<file path="config.mk">
export PLATFORM = sky130hd
export DESIGN_NAME = jt12_slot_loader
export DESIGN_NICKNAME = d
export VERILOG_FILES = /design/src/rtl/jt12_slot_pkg.sv /design/src/rtl/jt12_wr_fifo.sv /design/src/rtl/jt12_slot_loader.sv
export SDC_FILE = /design/constraint.sdc
export NUM_CORES = 1
export LEC_CHECK = 0
export BUFFER_PORTS_ARGS = -buffer_cell sky130_fd_sc_hd__buf_2
export CAP_MARGIN = 40
export CORE_MARGIN = 3
export CORE_UTILIZATION = 37
export CTS_CLUSTER_DIAMETER = 50
export CTS_CLUSTER_SIZE = 40
export DETAILED_ROUTE_END_ITERATION = 12
export PLACE_DENSITY = 0.67
export SKIP_LAST_GASP = 1
export SLEW_MARGIN = 10
export SYNTH_ARGS = -nofsm -noshare
export SYNTH_HDL_FRONTEND = slang
export SYNTH_SLANG_ARGS = --single-unit
export TNS_END_PERCENT = 5
</file>
<file path="constraint.sdc">
create_clock -name clk -period 2.5 [get_ports clk]
set_input_delay 0.375 -clock clk [delete_from_list [all_inputs] [get_ports clk]]
set_output_delay 0.375 -clock clk [all_outputs]
set_load 0.02 [all_outputs]
</file>
<file path="src/rtl/jt12_slot_pkg.sv">
// Shared slot-timing constants and the slot numbering used by every per-slot register group.
package jt12_slot_pkg;

  localparam int SLOTS  = 24;
  localparam int SLOT_W = 5;

  localparam int W_MUL   = 4;
  localparam int W_DT    = 3;
  localparam int W_MULDT = W_MUL + W_DT;
  localparam int W_TL    = 7;

  // Channels 0..2 sit in bank 0 and 3..5 in bank 1; each operator owns six consecutive slots.
  function automatic logic [SLOT_W-1:0] slot_enc(input logic [1:0] op, input logic [2:0] ch);
    return SLOT_W'(op) * SLOT_W'(6) + SLOT_W'(ch);
  endfunction

endpackage

</file>
<file path="src/rtl/jt12_wr_fifo.sv">
// Small in-order queue of pending CPU writes with a registered full flag.
module jt12_wr_fifo #(
  parameter  int DW    = 12,
  parameter  int DEPTH = 2,
  localparam int CW    = $clog2(DEPTH) + 1
) (
  input  logic          rst,
  input  logic          clk,
  input  logic          push_i,
  input  logic [DW-1:0] wdata_i,
  input  logic          pop_i,
  output logic [DW-1:0] rdata_o,
  output logic          empty_o,
  output logic          full_o,
  output logic [CW-1:0] count_o
);

  localparam int AW = (DEPTH > 1) ? $clog2(DEPTH) : 1;

  logic [DW-1:0] mem_q [DEPTH];
  logic [AW-1:0] wr_ptr_q, rd_ptr_q;
  logic [CW-1:0] cnt_q, cnt_d;
  logic          full_q;
  logic          push_ok, pop_ok;

  function automatic logic [AW-1:0] ptr_next(input logic [AW-1:0] p);
    return (p == AW'(DEPTH - 1)) ? '0 : p + 1'b1;
  endfunction

  assign push_ok = push_i && !full_q;
  assign pop_ok  = pop_i && (cnt_q != '0);
  assign cnt_d   = cnt_q + CW'(push_ok) - CW'(pop_ok);

  // NOTE: state registers use non-blocking assignments so every flop samples pre-edge values.
  always_ff @(posedge clk or posedge rst) begin
    if (rst) begin
      wr_ptr_q <= '0;
      rd_ptr_q <= '0;
      cnt_q    <= '0;
      full_q   <= 1'b0;
    end else begin
      if (push_ok) wr_ptr_q <= ptr_next(wr_ptr_q);
      if (pop_ok)  rd_ptr_q <= ptr_next(rd_ptr_q);
      cnt_q  <= cnt_d;
      full_q <= (cnt_d == CW'(DEPTH));
    end
  end

  // NOTE: storage is deliberately not reset; the count alone decides which entries are valid.
  always_ff @(posedge clk) begin
    if (push_ok) mem_q[wr_ptr_q] <= wdata_i;
  end

  assign rdata_o = mem_q[rd_ptr_q];
  assign empty_o = (cnt_q == '0);
  assign full_o  = full_q;
  assign count_o = cnt_q;

endmodule

</file>
<file path="src/rtl/jt12_slot_loader.sv">
// Feeds the per-slot delay ring: recirculates ring_drop and splices queued CPU writes in at
// the target slot time. Owns the master slot counter.
module jt12_slot_loader
  import jt12_slot_pkg::*;
#(
  parameter int width  = 7,
  parameter int stages = 24,
  parameter int depth  = 2,
  parameter int rstval = 0
) (
  input  logic                   rst,
  input  logic                   clk,
  input  logic                   clk_en,
  input  logic                   wr_valid,
  output logic                   wr_ready,
  input  logic [SLOT_W-1:0]      wr_slot,
  input  logic [width-1:0]       wr_data,
  input  logic [width-1:0]       ring_drop,
  output logic [width-1:0]       ring_din,
  output logic [SLOT_W-1:0]      slot,
  output logic                   frame_zero,
  output logic [$clog2(depth):0] pending,
  output logic                   err_bad_slot
);

  if (stages < 3 || stages > (1 << SLOT_W) || depth < 1 || (depth & (depth - 1)) != 0
      || rstval < 0) begin : g_bad_params
    $error("jt12_slot_loader: illegal parameter set");
  end

  logic [SLOT_W-1:0]       slot_q, slot_d;
  logic                    err_q, err_d;
  logic                    accept, push, hit;
  logic                    fifo_empty, fifo_full;
  logic [SLOT_W+width-1:0] head_entry;
  logic [SLOT_W-1:0]       head_slot;
  logic [width-1:0]        head_data;

  assign wr_ready = !fifo_full;
  assign accept   = wr_valid && wr_ready;
  assign push     = accept && (int'(wr_slot) < stages);

  assign head_slot = head_entry[SLOT_W+width-1:width];
  assign head_data = head_entry[width-1:0];

  // Only the queue head is ever compared, which keeps commits strictly in order.
  assign hit      = !fifo_empty && clk_en && (head_slot == slot_q);
  assign ring_din = hit ? head_data : ring_drop;

  // NOTE: every always_comb output gets a default first so no latch can be inferred.
  always_comb begin
    slot_d = slot_q;
    if (clk_en) slot_d = (slot_q == SLOT_W'(stages - 1)) ? '0 : slot_q + 1'b1;
    err_d = err_q | (accept && !push);
  end

  always_ff @(posedge clk or posedge rst) begin
    if (rst) begin
      slot_q <= '0;
      err_q  <= 1'b0;
    end else begin
      slot_q <= slot_d;
      err_q  <= err_d;
    end
  end

  jt12_wr_fifo #(
    .DW    (SLOT_W + width),
    .DEPTH (depth)
  ) u_fifo (
    .rst     (rst),
    .clk     (clk),
    .push_i  (push),
    .wdata_i ({wr_slot, wr_data}),
    .pop_i   (hit),
    .rdata_o (head_entry),
    .empty_o (fifo_empty),
    .full_o  (fifo_full),
    .count_o (pending)
  );

  assign slot         = slot_q;
  assign frame_zero   = (slot_q == '0);
  assign err_bad_slot = err_q;

endmodule

</file>
==> results.yml, run 1 <==
outcome:
  status: "complete, but fails checks"
  violations: "setup timing"
flow_run:
  max_cap_viol_count: 0
power_and_ir_drop:
  leakage_uw: 0.000789
  p_switching_uw: 683
  power.density_nw_per_um2: 1020
  sequentialPowerShare_pct: 45.7
  vdd_ir_drop_max_mv: 0.534
  power_uw: 1970
  p_int_uw: 1280
  comb_power_share_pct: 34.6
  clkPwrFrac_pct: 19.7
  swShare_pct: 34.7
critical_path:
  worst-path-max-fanout: 8
  worstSetupEndpointType: "output port"
  critical_path_arrival_ns: 2.21
  critPathKind: "reg -> out"
  cp.required_ns: 2.12
  cp-start-kind: "register"
grt:
  met3_usage_pct: 4.40
  antenna_found_initial: 0
  track_usage_pct: 11.1
  grt_use_met2_pct: 17.3
  grt_max_degree: 13
  grt_pass1_vias: 889
  busiest_layer: "met2"
  grt_pass1_wl_um: 4330
  grt_overflow_total: 0
  grt_use_met1_pct: 14.3
synthesis:
  yosys.area_share.simple_pct: 6.25
  yosys-mux-area-fraction_pct: 13.3
  synthArstFlopShare_pct: 31.4
  synth_most_common_cell: "edfxtp_1"
  syn_area_um2: 1560
  synthCells: 101
  synth_seq_area_share_pct: 63.8
  synth_compound_area_share_pct: 4.65
  ys_seq_elements: 35
  syn_avg_cell_area_um2: 15.5
  yosys_warnings: 0
  synth_commonest_cells: "edfxtp_1 (24), mux2_2 (14), dfrtp_1 (11), xnor2_1 (9), inv_1 (7)"
  synth_edf_count: 24
  synth_area_leader_cell: "edfxtp_1"
  yosysTopAreaCellShare_pct: 46.2
  synth-xor-area-share_pct: 5.61
  syn_nets: 128
  synth_ff_type: "edfxtp_1"
  synth_cell_types: 25
  synthAdderAreaFrac_pct: 3.21
  synth.area.top_cells: "edfxtp_1 (46%), dfrtp_1 (18%), mux2_2 (10%)"
  synth_top_family_by_area: "multiplexers"
routing:
  routed_wl_um: 2620
  dr.pass1.iters: 3
  vias_per_cell: 4.65
  ant_nets: 0
  vias: 920
  drc_errors: 0
  wl_per_cell_um: 13.2
  drtIter0Drc: 15
final_layout:
  final_cell_area_um2: 1930
  multi_input_area_um2: 523
  drive_above_1_share_pct: 48.0
  fill_cells: 341
  register_area_um2: 997
  n_antenna_cell: 0
  nNetsFinal: 176
  area_delta_synth_final_pct: 23.7
floorplan:
  die_area_um2: 5040
  rows: 22
  ios: 40
  die_x_um: 71.0
  coreArea_um2: 3850
  die_h_um: 71.0
  start_util_pct: 40.5
place:
  dp_hpwl_um: 2000
  io_buffers: 39
  place_congestion: 0.693
  place_ws_ns: 0.0522
  placedInstanceArea_um2: 1830
timing:
  finClkSkew_ns: 0.00483
  maxSlewViolCount: 0
  relSlewSlack_pct: 61.2
  fmax_mhz: 387
  rsz0062_at_grt: "yes"
  finalCriticalPeriod_ns: 2.58
  setup_ws_ns: -0.0849
  tightest_slew_ns: 0.582
  setup_viol: 7
  hold_viol: 0
  fin_crit_sh_pct: 103
hold_path:
  hold_path.class: "in -> async"
clock_network:
  cts_tree: "done"
  cts_max_level: 2
  cts.sinks: 35
  clock-root-buffer: "clkbuf_8"
  hold_buffers: 0
  clockBufferDepth: 2
  clk-insertion-delay-late_ns: 0.28
  cts_buffers: 5
  clk_pin_slew_worst_paths_ns: 0.07
## area by class of cell
class,instances,area share (%)
Clock buffer,6,3.76
Clock inverter,2,0.648
Inverter,7,1.36
Multi-Input combinational cell,55,27.1
Sequential cell,35,51.6
Tap cell,48,3.11
Timing Repair Buffer,45,12.4
## per-stage QoR
stage	instances	hold WS [ns]	utilization (%)	TNS, ns
finish	198	0.0816	50.1	-0.543
global route	198	0.116	50.1	-1.28
CTS	198	0.0936	50.0	-0.713
detailed placement	189	0.400	47.5	0
global placement	189	0.387	47.5	0
floorplan	101	0.227	-	0
## power by group through the flow
stage                     sequential, uW  combinational, uW  clock, uW
after floorplan                      920                463          0
after global placement               903                654          0
after detailed placement             910                665          0
after CTS                            898                690        395
after global routing                 919                747        418
final                                899                681        388
## worst paths after layout
path,from,to,slack [ns],cells after the start
max,u_fifo.rd_ptr_q,ring_din[5],-0.08,8
min reg2reg,err_bad_slot,err_bad_slot,0.48,1
min in group clk,wr_slot[1],u_fifo.mem_q[0][8],0.28,1
max in group asynchronous,rst,u_fifo.rd_ptr_q,2.09,2
max reg2reg,u_fifo.rd_ptr_q,u_fifo.full_o,0.16,12
min,rst,u_fifo.count_o[1],0.08,2
## sequential cells by signal, indices dropped and copies added (netlist names)
| signal | cells |
|---|---|
| u_fifo.mem_q | 24 |
| slot | 5 |
| u_fifo.count_o | 2 |
| err_bad_slot | 1 |
| u_fifo.full_o | 1 |
| u_fifo.rd_ptr_q | 1 |
| u_fifo.wr_ptr_q | 1 |
## logic make-up (layout without fill, tap and decap cells)
family                     count (synthesis)  count (layout)
adders and majority gates                  4               4
and+or+nand+nor                           14              14
muxes                                     19              19
AOI/OAI and AO/OA                          8               8
xor gates and xnor gates                  10              10
buffers and inverters                     11              60
DFF                                       35              35
## critical path, cell delays in order, from the launching register on
cell	delay, ns
dfrtp_2	0.45
buf_4	0.16
buf_4	0.15
mux2i_2	0.15
xnor2_1	0.24
o2111ai_4	0.16
buf_4	0.20
mux2_2	0.27
buf_2	0.16
## metal layers
layer / up-vias / wire length (um)
li1: 458 / -
met1: 445 / 1170
met2: 15 / 1340
met3: 2 / 108
met4: 0 / 9
met5: - / 0
## layout by cell type (no fill, tap or decap), drive strengths merged, types with 3 or more instances in the layout
cell    synthesis  final
buf             2     45
edfxtp         24     24
mux2           14     14
dfrtp          11     11
xnor2           9      9
inv             7      7
clkbuf          2      6
mux2i           5      5
ha              4      4
nor2b           3      3
nand2           3      3
o21ai           3      3
## timing repair
item,CTS,global route
resized for setup,2,1
setup endpoints to repair,7,8
pin swaps,0,0
setup buffers,1,0
Note: power is estimated with default switching activity, not from simulation.
==> run 2, diff against run 1 <==
- PLACE_DENSITY: 0.67 -> unset
- PLACE_DENSITY_LB_ADDON: unset -> 0.2
==> run 2 against run 1 <==
Effect of this change:
- critical endpoint is now ring_din[3]
- sequential power increased by 0.4%
- total power increased by 4.0%
- maximum frequency increased by 0.53%
- the run still ends with setup timing left
- routed wire length increased by 1.9%
- critical path type unchanged
==> results.yml, run 2 (synthesis results as in run 1) <==
final_layout:
  fill_cells: 352
  largest_register: "u_fifo.mem_q"
  layout_common_cells: "buf_2 (39), edfxtp_1 (24), mux2_2 (14)"
  drive_above_1_share_pct: 47.3
  nNetsFinal: 176
  final_common_cell: "buf_2"
  final_core_util_pct: 50.6
  n_antenna_cell: 0
  final_cell_area_um2: 1950
  area_delta_synth_final_pct: 24.9
  largest_reg_flops: 24
critical_path:
  cp_cell_sequence: "mux2i_2, xnor2_1, nor4_4, o2111ai_4, buf_4, mux2_2, buf_2"
  critical_path_arrival_ns: 2.20
  cpLargestDelayFamily: "multiplexers"
  worstSetupEndpointType: "output port"
  critPathBufInv: 2
  cp.required_ns: 2.12
  critPathKind: "reg -> out"
  cpPeakStageDelay_ns: 0.45
  worst-path-max-fanout: 8
  slowest_stage: "dfrtp_2"
  cp-start-kind: "register"
place:
  dp_hpwl_um: 1950
  io_buffers: 39
  placedInstanceArea_um2: 1820
  place_congestion: 0.736
routing:
  vias: 937
  wl_per_cell_um: 13.5
  routed_wl_um: 2670
  drc_errors: 0
  drtIter0Drc: 52
  vias_per_cell: 4.73
  dr.pass1.iters: 4
  ant_nets: 0
timing:
  whs_ns: 0.0996
  setup_ws_ns: -0.0714
  fmax_mhz: 389
  finClkSkew_ns: 0.00536
  rsz0062_at_grt: "yes"
  relSlewSlack_pct: 65.2
  finalCriticalPeriod_ns: 2.57
  maxSlewViolCount: 0
  hold_viol: 0
  fin_crit_sh_pct: 103
  setup_viol: 7
  tightest_slew_ns: 0.517
power_and_ir_drop:
  power.density_nw_per_um2: 1050
  leakage_uw: 0.000804
  vdd_ir_drop_max_mv: 0.487
floorplan:
  die_x_um: 71.0
  coreArea_um2: 3850
  start_util_pct: 40.5
  die_h_um: 71.0
  rows: 22
  die_area_um2: 5040
  ios: 40
clock_network:
  clk_pin_slew_worst_paths_ns: 0.07
  cts.sinks: 35
  cts_max_level: 2
  hold_buffers: 0
  cts_tree: "done"
  clock-root-buffer: "clkbuf_8"
  cts_buffers: 5
  clockBufferDepth: 2
  clk-insertion-delay-late_ns: 0.27
grt:
  grt_overflow_total: 0
  busiest_layer: "met2"
  grt_use_met2_pct: 18.9
  grt_max_degree: 13
  track_usage_pct: 11.5
  grt_pass1_vias: 928
  grt_use_met1_pct: 13.9
  grt_pass1_wl_um: 4420
  met3_usage_pct: 3.69
  antenna_found_initial: 0
outcome:
  violations: "setup timing"
  status: "complete, but fails checks"
hold_path:
  hold_path.class: "in -> async"
flow_run:
  max_cap_viol_count: 0
## run 2: final timing paths
path	start	end	slack, ns	cells after the start
min in group clk	wr_slot[0]	u_fifo.mem_q[0][7]	0.29	1
worst min-delay path	rst	u_fifo.full_o	0.1	2
max in group asynchronous	rst	u_fifo.rd_ptr_q	2.05	2
worst max register to register	u_fifo.rd_ptr_q	u_fifo.full_o	0.20	11
worst max-delay path	u_fifo.rd_ptr_q	ring_din[3]	-0.07	7
worst min register to register	u_fifo.wr_ptr_q	u_fifo.wr_ptr_q	0.49	1
## run 2: repair_timing
item                                    CTS  global route
endpoints found under the setup margin    7             8
pin swaps                                 0             0
setup buffers                             2             0
gates resized for setup                   1             1
## run 2: power by group
part           switching, uW  internal (uW)
Clock                    184            292
Sequential               132            771
Combinational            352            315
## run 2: layout make-up
| cell class | instances | area [um2] | share of cell area [%] |
|---|---|---|---|
| Multi-Input combinational cell | 55 | 519 | 26.6 |
| Inverter | 7 | 26.3 | 1.35 |
| Clock inverter | 3 | 38.8 | 1.99 |
| Sequential cell | 35 | 997 | 51.1 |
| Timing Repair Buffer | 45 | 240 | 12.3 |
| Clock buffer | 5 | 68.8 | 3.53 |
| Tap cell | 48 | 60.1 | 3.08 |
## run 2: routing by layer
layer / vias up / part of all wire (%)
li1: 462 / -
met4: 0 / 0.49
met1: 454 / 43
met5: - / 0
met2: 19 / 53
met3: 2 / 4.1
## run 2: worst register-to-register path: stages, from the launching register on
cell	delay, ns
dfrtp_2	0.45
mux2i_2	0.24
xnor2_1	0.12
nor4_4	0.33
o2111ai_4	0.15
inv_1	0.08
ha_1	0.22
inv_1	0.06
ha_1	0.15
xnor2_1	0.14
xnor2_1	0.16
nor2b_1	0.15
## run 2: per-stage QoR
step	worst slack [ns]	TNS, ns	cells	total power (uW)
after floorplan	0.198	0	101	1380
after CTS	-0.120	-0.818	198	2070
final	-0.0714	-0.483	198	2050
after global routing	-0.224	-1.50	198	2160
after global placement	0.124	0	188	1550
after detailed placement	0.0376	0	188	1560
